--- src/rtl/time_setter.sv ---
// -----------------------------------------------------------------------------
// time_setter
//
// User-programming front end for the egg-timer countdown chain. Debounced
// button levels are turned into BCD minutes:seconds presets. A one-cycle
// load strobe hands the presets to the downcounters, and a run level gates
// their enables. The chain's zero flag raises the alarm.
//
// Optional feature macro: TIME_SETTER_AUTO_REPEAT_EN
//   When it is defined, a held up/down button auto-repeats on tick pulses
//   once REPEAT_DELAY ticks have passed. When it is not defined, only rising
//   edges step a field, and tick is not used.
//
// Parameters
//   REPEAT_DELAY  ticks a held up/down button waits before auto-repeat
//   SEC_TENS_MAX  largest seconds tens digit (field wraps after SEC_TENS_MAX,9)
//   MIN_TENS_MAX  largest minutes tens digit (field wraps after MIN_TENS_MAX,9)
//
// Ports
//   clk         in   system clock
//   reset       in   synchronous, active-high reset
//   tick        in   10 Hz one-cycle enable (auto-repeat only)
//   btn_up      in   debounced level, increment the selected field
//   btn_down    in   debounced level, decrement the selected field
//   btn_sel     in   debounced level, toggle the selected field
//   btn_start   in   debounced level, start / abort
//   zero_count  in   downcounter chain reads 00:00
//   sec_prog    out  BCD seconds preset {tens, ones}
//   min_prog    out  BCD minutes preset {tens, ones}
//   field       out  0 = seconds selected, 1 = minutes selected
//   load        out  one-cycle capture strobe for the downcounters
//   run         out  high while counting
//   alarm       out  high from expiry until a button acknowledges it
//
// All outputs are registered. A button event seen in one cycle shows its
// effect on the outputs at the next clock edge.
// -----------------------------------------------------------------------------
module time_setter #(
    parameter int REPEAT_DELAY = 9,
    parameter int SEC_TENS_MAX = 5,
    parameter int MIN_TENS_MAX = 9
) (
    input  logic       clk,
    input  logic       reset,
    input  logic       tick,
    input  logic       btn_up,
    input  logic       btn_down,
    input  logic       btn_sel,
    input  logic       btn_start,
    input  logic       zero_count,
    output logic [7:0] sec_prog,
    output logic [7:0] min_prog,
    output logic       field,
    output logic       load,
    output logic       run,
    output logic       alarm
);

    typedef enum logic [1:0] {
        S_SET   = 2'd0,
        S_LOAD  = 2'd1,
        S_RUN   = 2'd2,
        S_ALARM = 2'd3
    } state_t;

    localparam logic [3:0] SEC_TMAX = 4'(SEC_TENS_MAX);
    localparam logic [3:0] MIN_TMAX = 4'(MIN_TENS_MAX);

    // Button bit order used throughout: {start, sel, down, up}
    localparam int B_UP    = 0;
    localparam int B_DOWN  = 1;
    localparam int B_SEL   = 2;
    localparam int B_START = 3;

    // -------------------------------------------------------------------------
    // BCD helpers. They use >= compares, so an out-of-range digit (for example
    // after a disturbed register) still moves back into the legal range
    // instead of counting through non-BCD codes.
    // -------------------------------------------------------------------------
    function automatic logic [7:0] bcd_inc(input logic [7:0] val,
                                           input logic [3:0] tens_max);
        logic [7:0] res;
        if (val[3:0] >= 4'd9) begin
            if (val[7:4] >= tens_max) begin
                res = 8'h00;
            end else begin
                res = {val[7:4] + 4'd1, 4'd0};
            end
        end else begin
            res = {val[7:4], val[3:0] + 4'd1};
        end
        return res;
    endfunction

    function automatic logic [7:0] bcd_dec(input logic [7:0] val,
                                           input logic [3:0] tens_max);
        logic [7:0] res;
        if (val[3:0] == 4'd0) begin
            if ((val[7:4] == 4'd0) || (val[7:4] > tens_max)) begin
                res = {tens_max, 4'd9};
            end else begin
                res = {val[7:4] - 4'd1, 4'd9};
            end
        end else if (val[3:0] > 4'd9) begin
            res = {val[7:4], 4'd9};
        end else begin
            res = {val[7:4], val[3:0] - 4'd1};
        end
        return res;
    endfunction

    // -------------------------------------------------------------------------
    // Registers and wires
    // -------------------------------------------------------------------------
    state_t     r_state;
    state_t     w_state_next;

    logic [3:0] r_btn_prev;
    logic [3:0] w_btn_now;
    logic [3:0] w_ev;

    logic [7:0] r_sec;
    logic [7:0] r_min;
    logic       r_field;
    logic       r_load;
    logic       r_run;
    logic       r_alarm;

    logic [7:0] w_sec_next;
    logic [7:0] w_min_next;
    logic       w_field_next;
    logic       w_load_next;
    logic       w_run_next;
    logic       w_alarm_next;

    logic       w_step_up;
    logic       w_step_dn;
    logic       w_rpt_up;
    logic       w_rpt_dn;
    logic       w_preset_zero;
    logic       w_any_ev;

    assign w_btn_now     = {btn_start, btn_sel, btn_down, btn_up};
    assign w_ev          = w_btn_now & ~r_btn_prev;
    assign w_any_ev      = |w_ev;
    assign w_preset_zero = (r_sec == 8'h00) && (r_min == 8'h00);

    // Simultaneous up and down edges cancel each other out. Auto-repeat steps
    // can only occur while exactly one of the two buttons is held.
    assign w_step_up = (w_ev[B_UP] & ~w_ev[B_DOWN]) | w_rpt_up;
    assign w_step_dn = (w_ev[B_DOWN] & ~w_ev[B_UP]) | w_rpt_dn;

`ifdef TIME_SETTER_AUTO_REPEAT_EN
    localparam int RPT_W = (REPEAT_DELAY < 2) ? 1 : $clog2(REPEAT_DELAY + 1);
    localparam logic [RPT_W-1:0] RPT_MAX = RPT_W'(REPEAT_DELAY);

    logic [RPT_W-1:0] r_rpt_cnt;
    logic             w_hold_one;
    logic             w_rpt_clear;
    logic             w_rpt_fire;

    // The count restarts at each fresh up/down edge. It clears when neither
    // button or both buttons are held, and whenever the FSM is outside SET.
    assign w_hold_one  = btn_up ^ btn_down;
    assign w_rpt_clear = (r_state != S_SET) | ~w_hold_one
                       | w_ev[B_UP] | w_ev[B_DOWN];
    assign w_rpt_fire  = tick & ~w_rpt_clear & (r_rpt_cnt == RPT_MAX);
    assign w_rpt_up    = w_rpt_fire & btn_up;
    assign w_rpt_dn    = w_rpt_fire & btn_down;

    // Repeat counter: counts ticks while a single button is held, then saturates.
    always_ff @(posedge clk) begin
        if (reset) begin
            r_rpt_cnt <= '0;
        end else if (w_rpt_clear) begin
            r_rpt_cnt <= '0;
        end else if (tick && (r_rpt_cnt != RPT_MAX)) begin
            r_rpt_cnt <= r_rpt_cnt + 1'b1;
        end else begin
            r_rpt_cnt <= r_rpt_cnt;
        end
    end
`else
    logic [1:0] w_unused_cfg;

    assign w_rpt_up     = 1'b0;
    assign w_rpt_dn     = 1'b0;
    assign w_unused_cfg = {tick, 1'(REPEAT_DELAY)};
`endif

    // Button history: one previous-level register per button for edge detection.
    always_ff @(posedge clk) begin
        if (reset) begin
            r_btn_prev <= 4'b0000;
        end else begin
            r_btn_prev <= w_btn_now;
        end
    end

    // FSM state register.
    always_ff @(posedge clk) begin
        if (reset) begin
            r_state <= S_SET;
        end else begin
            r_state <= w_state_next;
        end
    end

    // Next-state and next-output decode.
    always_comb begin
        w_state_next = r_state;
        w_sec_next   = r_sec;
        w_min_next   = r_min;
        w_field_next = r_field;
        w_load_next  = 1'b0;
        w_run_next   = 1'b0;
        w_alarm_next = 1'b0;

        case (r_state)
            S_SET: begin
                // A step applies to the field selected before this cycle's
                // sel event. That keeps sel+up in one cycle predictable.
                if (r_field) begin
                    if (w_step_up) begin
                        w_min_next = bcd_inc(r_min, MIN_TMAX);
                    end else if (w_step_dn) begin
                        w_min_next = bcd_dec(r_min, MIN_TMAX);
                    end else begin
                        w_min_next = r_min;
                    end
                end else begin
                    if (w_step_up) begin
                        w_sec_next = bcd_inc(r_sec, SEC_TMAX);
                    end else if (w_step_dn) begin
                        w_sec_next = bcd_dec(r_sec, SEC_TMAX);
                    end else begin
                        w_sec_next = r_sec;
                    end
                end

                if (w_ev[B_SEL]) begin
                    w_field_next = ~r_field;
                end else begin
                    w_field_next = r_field;
                end

                // A 00:00 preset would expire at once, so start is ignored.
                if (w_ev[B_START] && !w_preset_zero) begin
                    w_state_next = S_LOAD;
                    w_load_next  = 1'b1;
                end else begin
                    w_state_next = S_SET;
                end
            end

            S_LOAD: begin
                w_state_next = S_RUN;
                w_run_next   = 1'b1;
            end

            S_RUN: begin
                // Expiry takes priority over a coincident abort.
                if (zero_count) begin
                    w_state_next = S_ALARM;
                    w_alarm_next = 1'b1;
                end else if (w_ev[B_START]) begin
                    w_state_next = S_SET;
                end else begin
                    w_state_next = S_RUN;
                    w_run_next   = 1'b1;
                end
            end

            S_ALARM: begin
                // The acknowledging event is consumed and does not step a field.
                if (w_any_ev) begin
                    w_state_next = S_SET;
                end else begin
                    w_state_next = S_ALARM;
                    w_alarm_next = 1'b1;
                end
            end

            default: begin
                w_state_next = S_SET;
            end
        endcase
    end

    // Output registers: presets, field select and control strobes.
    always_ff @(posedge clk) begin
        if (reset) begin
            r_sec   <= 8'h00;
            r_min   <= 8'h00;
            r_field <= 1'b0;
            r_load  <= 1'b0;
            r_run   <= 1'b0;
            r_alarm <= 1'b0;
        end else begin
            r_sec   <= w_sec_next;
            r_min   <= w_min_next;
            r_field <= w_field_next;
            r_load  <= w_load_next;
            r_run   <= w_run_next;
            r_alarm <= w_alarm_next;
        end
    end

    assign sec_prog = r_sec;
    assign min_prog = r_min;
    assign field    = r_field;
    assign load     = r_load;
    assign run      = r_run;
    assign alarm    = r_alarm;

endmodule
--- config.mk ---
export PLATFORM = sky130hd
export DESIGN_NAME = time_setter
export DESIGN_NICKNAME = d
export VERILOG_FILES = /design/src/rtl/time_setter.sv
export SDC_FILE = /design/constraint.sdc
export NUM_CORES = 1
export LEC_CHECK = 0
export CAP_MARGIN = 20
export CORE_MARGIN = 2
export CORE_UTILIZATION = 35
export DETAILED_ROUTE_END_ITERATION = 6
export GPL_TIMING_DRIVEN = 0
export SETUP_SLACK_MARGIN = 0.3
export SYNTH_ARGS = -nofsm -noshare
export SYNTH_HDL_FRONTEND = slang
export SYNTH_SLANG_ARGS = --single-unit
export TNS_END_PERCENT = 100
--- constraint.sdc ---
create_clock -name clk -period 3.4 [get_ports clk]
set_clock_uncertainty 0.05 [all_clocks]
set_input_delay 0.51 -clock clk [delete_from_list [all_inputs] [get_ports clk]]
set_output_delay 0.51 -clock clk [all_outputs]
set_load 0.01 [all_outputs]
==> results.cfg, run 1 <==
[outcome]
outcome = finished, final reports clean

[placed_design]
place_area_sq_um = 2370
numPortBuffers = 25
place.gp.congestion = 0.855
place_inst = 337
post-dp-hpwl_um = 3650
dp_worst_setup_slack_ns = 0.504

[drt]
detail_route.wl_per_cell_um = 14.6
detail_route.first_pass.iterations = 4
wirelength_um = 4970
drt_iter0_drc = 80
antenna_left = 0
num_vias = 1886
post_drt_via_cell_ratio = 5.53
drc = 0

[die]
core_sq_um = 5540
chipHeight_um = 80.1
placementRows = 27
initial_core_util_pct = 36.6
die_w_um = 80.1
io_pins = 28
die_area_sq_um = 6420

[cells_and_area]
multiInputGateArea_sq_um = 1320
layout.nets = 296
drive_gt1_share_pct = 9.29
antenna_cells = 0
area_delta_synth_final_pct = 19.5
fin_area_sq_um = 2420
stdcell_count = 341
final_util_pct = 43.8
nFillCells = 576
regArea_sq_um = 520
final_common_cell = dfxtp_1
most-common-layout-cells = dfxtp_1, clkdlybuf4s50_1, inv_1, a21oi_1, ha_1

[sta]
hold_violations = 0
drv_slew = 0
finalSetupViolCount = 0
worstMarginPinSlew_ns = 0.711
finalCritPeriodShare_pct = 77.7
period_needed_ns = 2.64
fin_ws_ns = 0.757
timing.hold.ws_ns = 0.375
maxClockFrequency_ghz = 0.378
max_slew_margin_pct = 51.4
tns_ns = 0
rsz0062_at_grt = false

[cts]
clock_latency_ns = 0.28
cts_htree_levels = 1
post_cts_buffers = 0
cts.sinks = 26
cts-root-buf = clkbuf_8
clockBufferDepth = 2
postCtsHoldBufs = 0
clk_pin_slew_ns = 0.10
cts_buffers = 3
cts_resized = 0
cts_tree = done

[hold_path]
holdCritPathClass = in2reg
min-delay-start = reset

[logic_synthesis]
synth_warnings = 0
syn_nets = 266
ys_types = 59
syn-instance-count = 240
ys_ff_latch = 26
yosys.area_share.xor_xnor_pct = 1.29
synth_top_family_by_area = compound AO/OA/AOI/OAI gates
synth_adder_area_share_pct = 11.1
synth_compound_area_share_pct = 26.8
synth-simple-area-share_pct = 25.3
syn_area_sq_um = 2030
yosysSeqAreaShare_pct = 25.6
synth_area_per_cell_sq_um = 8.46
ys.flop_type = dfxtp_1
muxShareOfSynthArea_pct = 0.493
async_flop_share_pct = 0
synth_edf_count = 0

[global_routing]
grt_max_degree = 15
grt_overflow = 0
grt_pass1_wl_um = 8310
antenna_found_initial = 0
grt_pass1_vias = 1692
gr-usage-all-layers_pct = 15.9

[pwr]
total_power_mw = 1.30
powerDensity_nw_per_um2 = 536
swShare_pct = 40.9
leakage_nw = 0.950
seqPwrFrac_pct = 32.0
p_comb_share_pct = 51.7
internal_power_uw = 769
irDropWorstVdd_uv = 228
netSwitchingPower_uw = 531
clkPwrFrac_pct = 16.2

[worst_setup_path]
slowest_delay_ns = 0.66
rr_startpoint = sec_prog[0]
cp.arrival_ns = 2.78
start_kind = primary input
cp_num_cells = 8
worst-r2r-setup-slack_ns = 1.11
critPathRequiredTime_ns = 3.54
cpLargestDelayFamily = compound AO/OA/AOI/OAI gates
worstSetupPathType = in2reg
critical_path_peak_fanout = 10
end_kind = register
critPathSlowestCell = a2111oi_0
timing.rr.end = sec_prog[7]
crit_chain = clkdlybuf4s50_1, nor2b_1, ha_1, buf_2, nand2_4, a2111oi_0, nand4_1, a311oi_1
rr_worst_depth = 6
crit_end = sec_prog[7]
crit_path_start = btn_up
path_buf_inv = 2

[run]
cap_viol_max_count = 0
-- cell type report --
type                            instances  share of cell area (%)
Buffer                                 13                    4.70
Clock buffer                            4                    2.27
Inverter                               20                    3.10
Multi-Input combinational cell        181                    54.4
Sequential cell                        26                    21.5
Tap cell                               72                    3.72
Timing Repair Buffer                   25                    10.3
-- flip-flops by register name, summed over array words and instances (netlist names) --
signal and count:
load 1, sec_prog 8, r_btn_prev 4, r_state 2
field 1, run 1, alarm 1, min_prog 8
-- worst min path at each step --
stage               endpoint  slack [ns]  cells past startpoint
3_5_place_dp      r_state[1]        0.49                      1
5_1_grt        r_btn_prev[2]        0.38                      2
3_3_place_gp      r_state[1]        0.48                      2
2_1_floorplan     r_state[1]        0.44                      2
6_report       r_btn_prev[0]        0.38                      2
4_1_cts        r_btn_prev[2]        0.37                      2
-- cells by family after synthesis --
family,count (synthesis)
adders and majority gates,18
buffers and inverters,33
and+or+nand+nor,80
AOI/OAI and AO/OA,79
xor gates and xnor gates,3
muxes,1
DFF,26
-- power groups by stage --
stage | clock network, mW | logic, mW | registers [mW]
2_1_floorplan | 0 | 0.462 | 0.427
3_3_place_gp | 0 | 0.663 | 0.422
3_5_place_dp | 0 | 0.664 | 0.424
4_1_cts | 0.219 | 0.668 | 0.417
5_1_grt | 0.234 | 0.743 | 0.426
6_report | 0.211 | 0.672 | 0.416
-- synth_stat cells, types with 5 or more instances --
cell	n	area share, %
a21oi_1	20	4.9
a221oi_1	5	2.2
a31oi_1	6	1.8
dfxtp_1	26	26
ha_1	18	11
inv_1	20	3.7
nand2_1	10	1.8
nand2b_1	7	2.2
nor2_1	11	2.0
nor2b_1	7	2.2
nor3_1	5	1.2
nor3b_1	8	3.0
o21ai_0	14	3.5
-- per-layer routing --
layer	vias to the layer above	part of all wire, %	track usage, %	routed length (um)
li1	945	-	-	-
met1	895	51	24.1	2530
met2	44	44	24.0	2190
met3	2	4.4	1.69	220
met4	0	0.58	3.73	29
met5	-	0	0	0
No activity file was read; power rests on OpenSTA's default activity.
==> run 2: changes to the inputs <==
==> constraint.sdc (replaced) <==
create_clock -name clk -period 2.2 [get_ports clk]
set_clock_uncertainty 0.05 [all_clocks]
set_input_delay 0.33 -clock clk [delete_from_list [all_inputs] [get_ports clk]]
set_output_delay 0.33 -clock clk [all_outputs]
set_load 0.01 [all_outputs]
==> results.cfg, run 2 (synthesis gave the netlist of run 1 again) <==
[global_routing]
antenna_found_initial = 0
grt_overflow = 0
grt_pass1_wl_um = 9290
grt_max_degree = 16
gr-usage-all-layers_pct = 18.1
grt_pass1_vias = 1847

[pwr]
irDropWorstVdd_uv = 362
powerDensity_nw_per_um2 = 843
total_power_mw = 2.55
leakage_nw = 1.15

[sta]
rsz0062_at_grt = true
worstMarginPinSlew_ns = 0.684
drv_slew = 0
tns_ns = 0
period_needed_ns = 2.00
max_slew_margin_pct = 54.3
maxClockFrequency_ghz = 0.500
hold_violations = 0
timing.hold.ws_ns = 0.184
finalSetupViolCount = 0
finalCritPeriodShare_pct = 90.9

[worst_setup_path]
critPathRequiredTime_ns = 2.36
worstSetupPathType = reg2reg
cp.arrival_ns = 2.16
end_kind = register
critical_path_peak_fanout = 6
start_kind = register
worst-r2r-setup-slack_ns = 0.20

[cts]
cts_tree = done
clk_pin_slew_ns = 0.10
cts_buffers = 3
postCtsHoldBufs = 0
clockBufferDepth = 2
cts_htree_levels = 1
clock_latency_ns = 0.29
cts.sinks = 26
cts-root-buf = clkbuf_8

[die]
io_pins = 28
placementRows = 27
die_area_sq_um = 6420
chipHeight_um = 80.1
initial_core_util_pct = 36.6
die_w_um = 80.1
core_sq_um = 5540

[run]
cap_viol_max_count = 0

[cells_and_area]
layout.nets = 317
area_delta_synth_final_pct = 48.8
fin_area_sq_um = 3020
antenna_cells = 0
final_common_cell = clkdlybuf4s50_1
drive_gt1_share_pct = 35.2
stdcell_count = 362
most-common-layout-cells = clkdlybuf4s50_1, a21oi_1, dfxtp_1, buf_4, inv_1

[placed_design]
numPortBuffers = 25
post-dp-hpwl_um = 3660
place_area_sq_um = 2380
place.gp.congestion = 0.851
place_inst = 337

[drt]
antenna_left = 0
post_drt_via_cell_ratio = 5.68
drt_iter0_drc = 78
detail_route.wl_per_cell_um = 16.8
drc = 0
wirelength_um = 6070
detail_route.first_pass.iterations = 4
num_vias = 2055

[outcome]
outcome = finished, final reports clean

[hold_path]
holdCritPathClass = in2reg
[run 2: cell types whose count changed in the layout (fill, tap and decap cells not counted), sizes merged]
| cell | change |
|---|---|
| clkbuf | -2 |
| buf | +22 |
| bufinv | +1 |
| dlygate4sd2 | +2 |
| clkdlybuf4s50 | -2 |
[run 2: critical path: stages, from the launching register on]
cell	delay [ns]
dfxtp_2	0.32
nand2b_4	0.15
ha_4	0.16
buf_6	0.11
buf_6	0.11
buf_8	0.12
buf_12	0.13
nor4b_4	0.37
o41ai_2	0.13
o32a_1	0.18
o32ai_2	0.09
[run 2: final cells by class]
class / instances / area [sq um]
Timing Repair Buffer: 46 / 442
Tap cell: 72 / 90.1
Clock inverter: 1 / 30.0
Multi-Input combinational cell: 181 / 1640
Inverter: 20 / 85.1
Clock buffer: 3 / 41.3
Sequential cell: 26 / 547
Buffer: 13 / 144
Fill cell: 516 / 2520
[run 2: metrics by stage]
stage,util (%),setup WS (ns)
after floorplan,-,0.303
final,54.5,0.200
after detailed placement,43.0,-0.385
after global routing,54.5,0.128
after global placement,43.0,-0.402
after CTS,48.1,0.117
[run 2: path summary, 6_finish.rpt]
path | start | to | cells after the start
worst max-delay path | r_btn_prev[1] | min_prog[7] | 10
worst min-delay path | reset | r_btn_prev[0] | 2
worst max register to register | r_btn_prev[1] | min_prog[7] | 10
worst min register to register | min_prog[4] | min_prog[4] | 2
[run 2: what timing repair did]
item	CTS	global route
endpoints found under the hold margin	0	0
buffers inserted	5	15
pin swaps	10	25
gates cloned	0	1
setup endpoints to repair	15	15
resized for setup	43	64
[run 2: power breakdown]
part,leakage [nW],internal [mW],switching [mW]
Sequential,0.218,0.551,0.106
Clock,0.0357,0.244,0.183
Combinational,0.898,0.711,0.751
[run 2: metal layers]
layer	global-route usage [%]	wire length, um
met3	3.15	217
met4	3.56	48
met5	0	0
met1	25.7	2770
met2	28.7	3030
==> run 3: changes to the inputs <==
--- a/config.mk
+++ b/config.mk
@@ -11,6 +11,7 @@
 export DETAILED_ROUTE_END_ITERATION = 6
 export GPL_TIMING_DRIVEN = 0
 export SETUP_SLACK_MARGIN = 0.3
+export SKIP_LAST_GASP = 1
 export SYNTH_ARGS = -nofsm -noshare
 export SYNTH_HDL_FRONTEND = slang
 export SYNTH_SLANG_ARGS = --single-unit
==> constraint.sdc (replaced) <==
create_clock -name clk -period 2.2 [get_ports clk]
set_clock_uncertainty 0.05 [all_clocks]
set_input_delay 0.44 -clock clk [delete_from_list [all_inputs] [get_ports clk]]
set_output_delay 0.44 -clock clk [all_outputs]
set_load 0.01 [all_outputs]
==> results.cfg, run 3 (synthesis gave the netlist of run 1 again) <==
[outcome]
outcome = finished, final reports clean

[cells_and_area]
area_delta_synth_final_pct = 39.3
multiInputGateArea_sq_um = 1540
most-common-layout-cells = clkdlybuf4s50_1, a21oi_1, dfxtp_1, buf_4, inv_1
regArea_sq_um = 546
final_common_cell = clkdlybuf4s50_1
final_util_pct = 51.0
drive_gt1_share_pct = 29.3
fin_area_sq_um = 2830
nFillCells = 550
antenna_cells = 0
layout.nets = 314

[placed_design]
numPortBuffers = 25
place.gp.congestion = 0.854
post-dp-hpwl_um = 3600
place_area_sq_um = 2390

[cts]
clockBufferDepth = 2
postCtsHoldBufs = 0
cts_htree_levels = 1
cts-root-buf = clkbuf_8
clock_latency_ns = 0.28
cts.sinks = 26
clk_pin_slew_ns = 0.10
cts_tree = done
cts_buffers = 3

[sta]
timing.hold.ws_ns = 0.306
rsz0062_at_grt = true
hold_violations = 0
maxClockFrequency_ghz = 0.497
tns_ns = 0
max_slew_margin_pct = 57.0
period_needed_ns = 2.01
finalSetupViolCount = 0
drv_slew = 0
finalCritPeriodShare_pct = 91.4
worstMarginPinSlew_ns = 0.644

[worst_setup_path]
rr_startpoint = r_btn_prev[1]
cp.arrival_ns = 2.15
critPathRequiredTime_ns = 2.34
worstSetupPathType = reg2reg
critical_path_peak_fanout = 6
crit_path_start = r_btn_prev[1]
start_kind = register
end_kind = register

[global_routing]
grt_pass1_vias = 1779
gr-usage-all-layers_pct = 17.0
grt_max_degree = 15
antenna_found_initial = 0
grt_overflow = 0
grt_pass1_wl_um = 8840

[run]
cap_viol_max_count = 0

[hold_path]
min-delay-start = reset
holdCritPathClass = in2reg

[pwr]
irDropWorstVdd_uv = 315
powerDensity_nw_per_um2 = 804
total_power_mw = 2.27
leakage_nw = 1.10

[drt]
drt_iter0_drc = 204
detail_route.first_pass.iterations = 4
drc = 0
detail_route.wl_per_cell_um = 15.5
antenna_left = 0
num_vias = 2037
post_drt_via_cell_ratio = 5.67
wirelength_um = 5580

[die]
chipHeight_um = 80.1
die_w_um = 80.1
initial_core_util_pct = 36.6
placementRows = 27
core_sq_um = 5540
die_area_sq_um = 6420
io_pins = 28
## run 3: final cells by class
class,instances,share of cell area [%]
Tap cell,72,3.19
Inverter,20,2.83
Buffer,13,4.65
Clock buffer,4,1.95
Multi-Input combinational cell,181,54.6
Sequential cell,26,19.3
Timing Repair Buffer,43,13.5
## run 3: per-stage QoR
| stage | worst slack (ns) | cells |
|---|---|---|
| 2_1_floorplan | 0.214 | 240 |
| 3_3_place_gp | -0.470 | 337 |
| 3_5_place_dp | -0.485 | 337 |
| 4_1_cts | 0.199 | 349 |
| 5_1_grt | 0.0772 | 359 |
| 6_report | 0.189 | 359 |
## run 3: worst paths after layout
path,slack (ns),end,cells past startpoint
worst max-delay path,0.19,sec_prog[7],7
worst min-delay path,0.31,r_btn_prev[2],2
worst min register to register,0.50,r_state[1],2
worst max register to register,0.19,sec_prog[7],7
## run 3: what timing repair did
| item | CTS | global route |
|---|---|---|
| pin swaps | 8 | 7 |
| hold endpoints to repair | 0 | 0 |
| gates resized for setup | 37 | 30 |
| setup endpoints to repair | 17 | 12 |
| setup buffers | 8 | 10 |
## run 3: worst max-delay path, stage by stage, from the launching register on
cell      delay [ns]
dfxtp_1         0.31
nand2b_4        0.15
ha_4            0.17
buf_6           0.12
or4b_4          0.59
nor4_4          0.17
nand4_1         0.14
a311oi_1        0.22
## run 3: metal layers
layer	track usage [%]	vias up	part of all wire [%]
li1	-	983	-
met1	25.7	979	48
met2	24.8	66	46
met3	2.25	9	5.2
met4	4.75	0	1.3
met5	0	-	0
## run 3: power breakdown
part	internal, mW	switching (mW)	leakage [nW]
clock network	0.161	0.178	0.0288
logic	0.619	0.662	0.853
registers	0.551	0.102	0.218
total	1.33	0.942	1.10
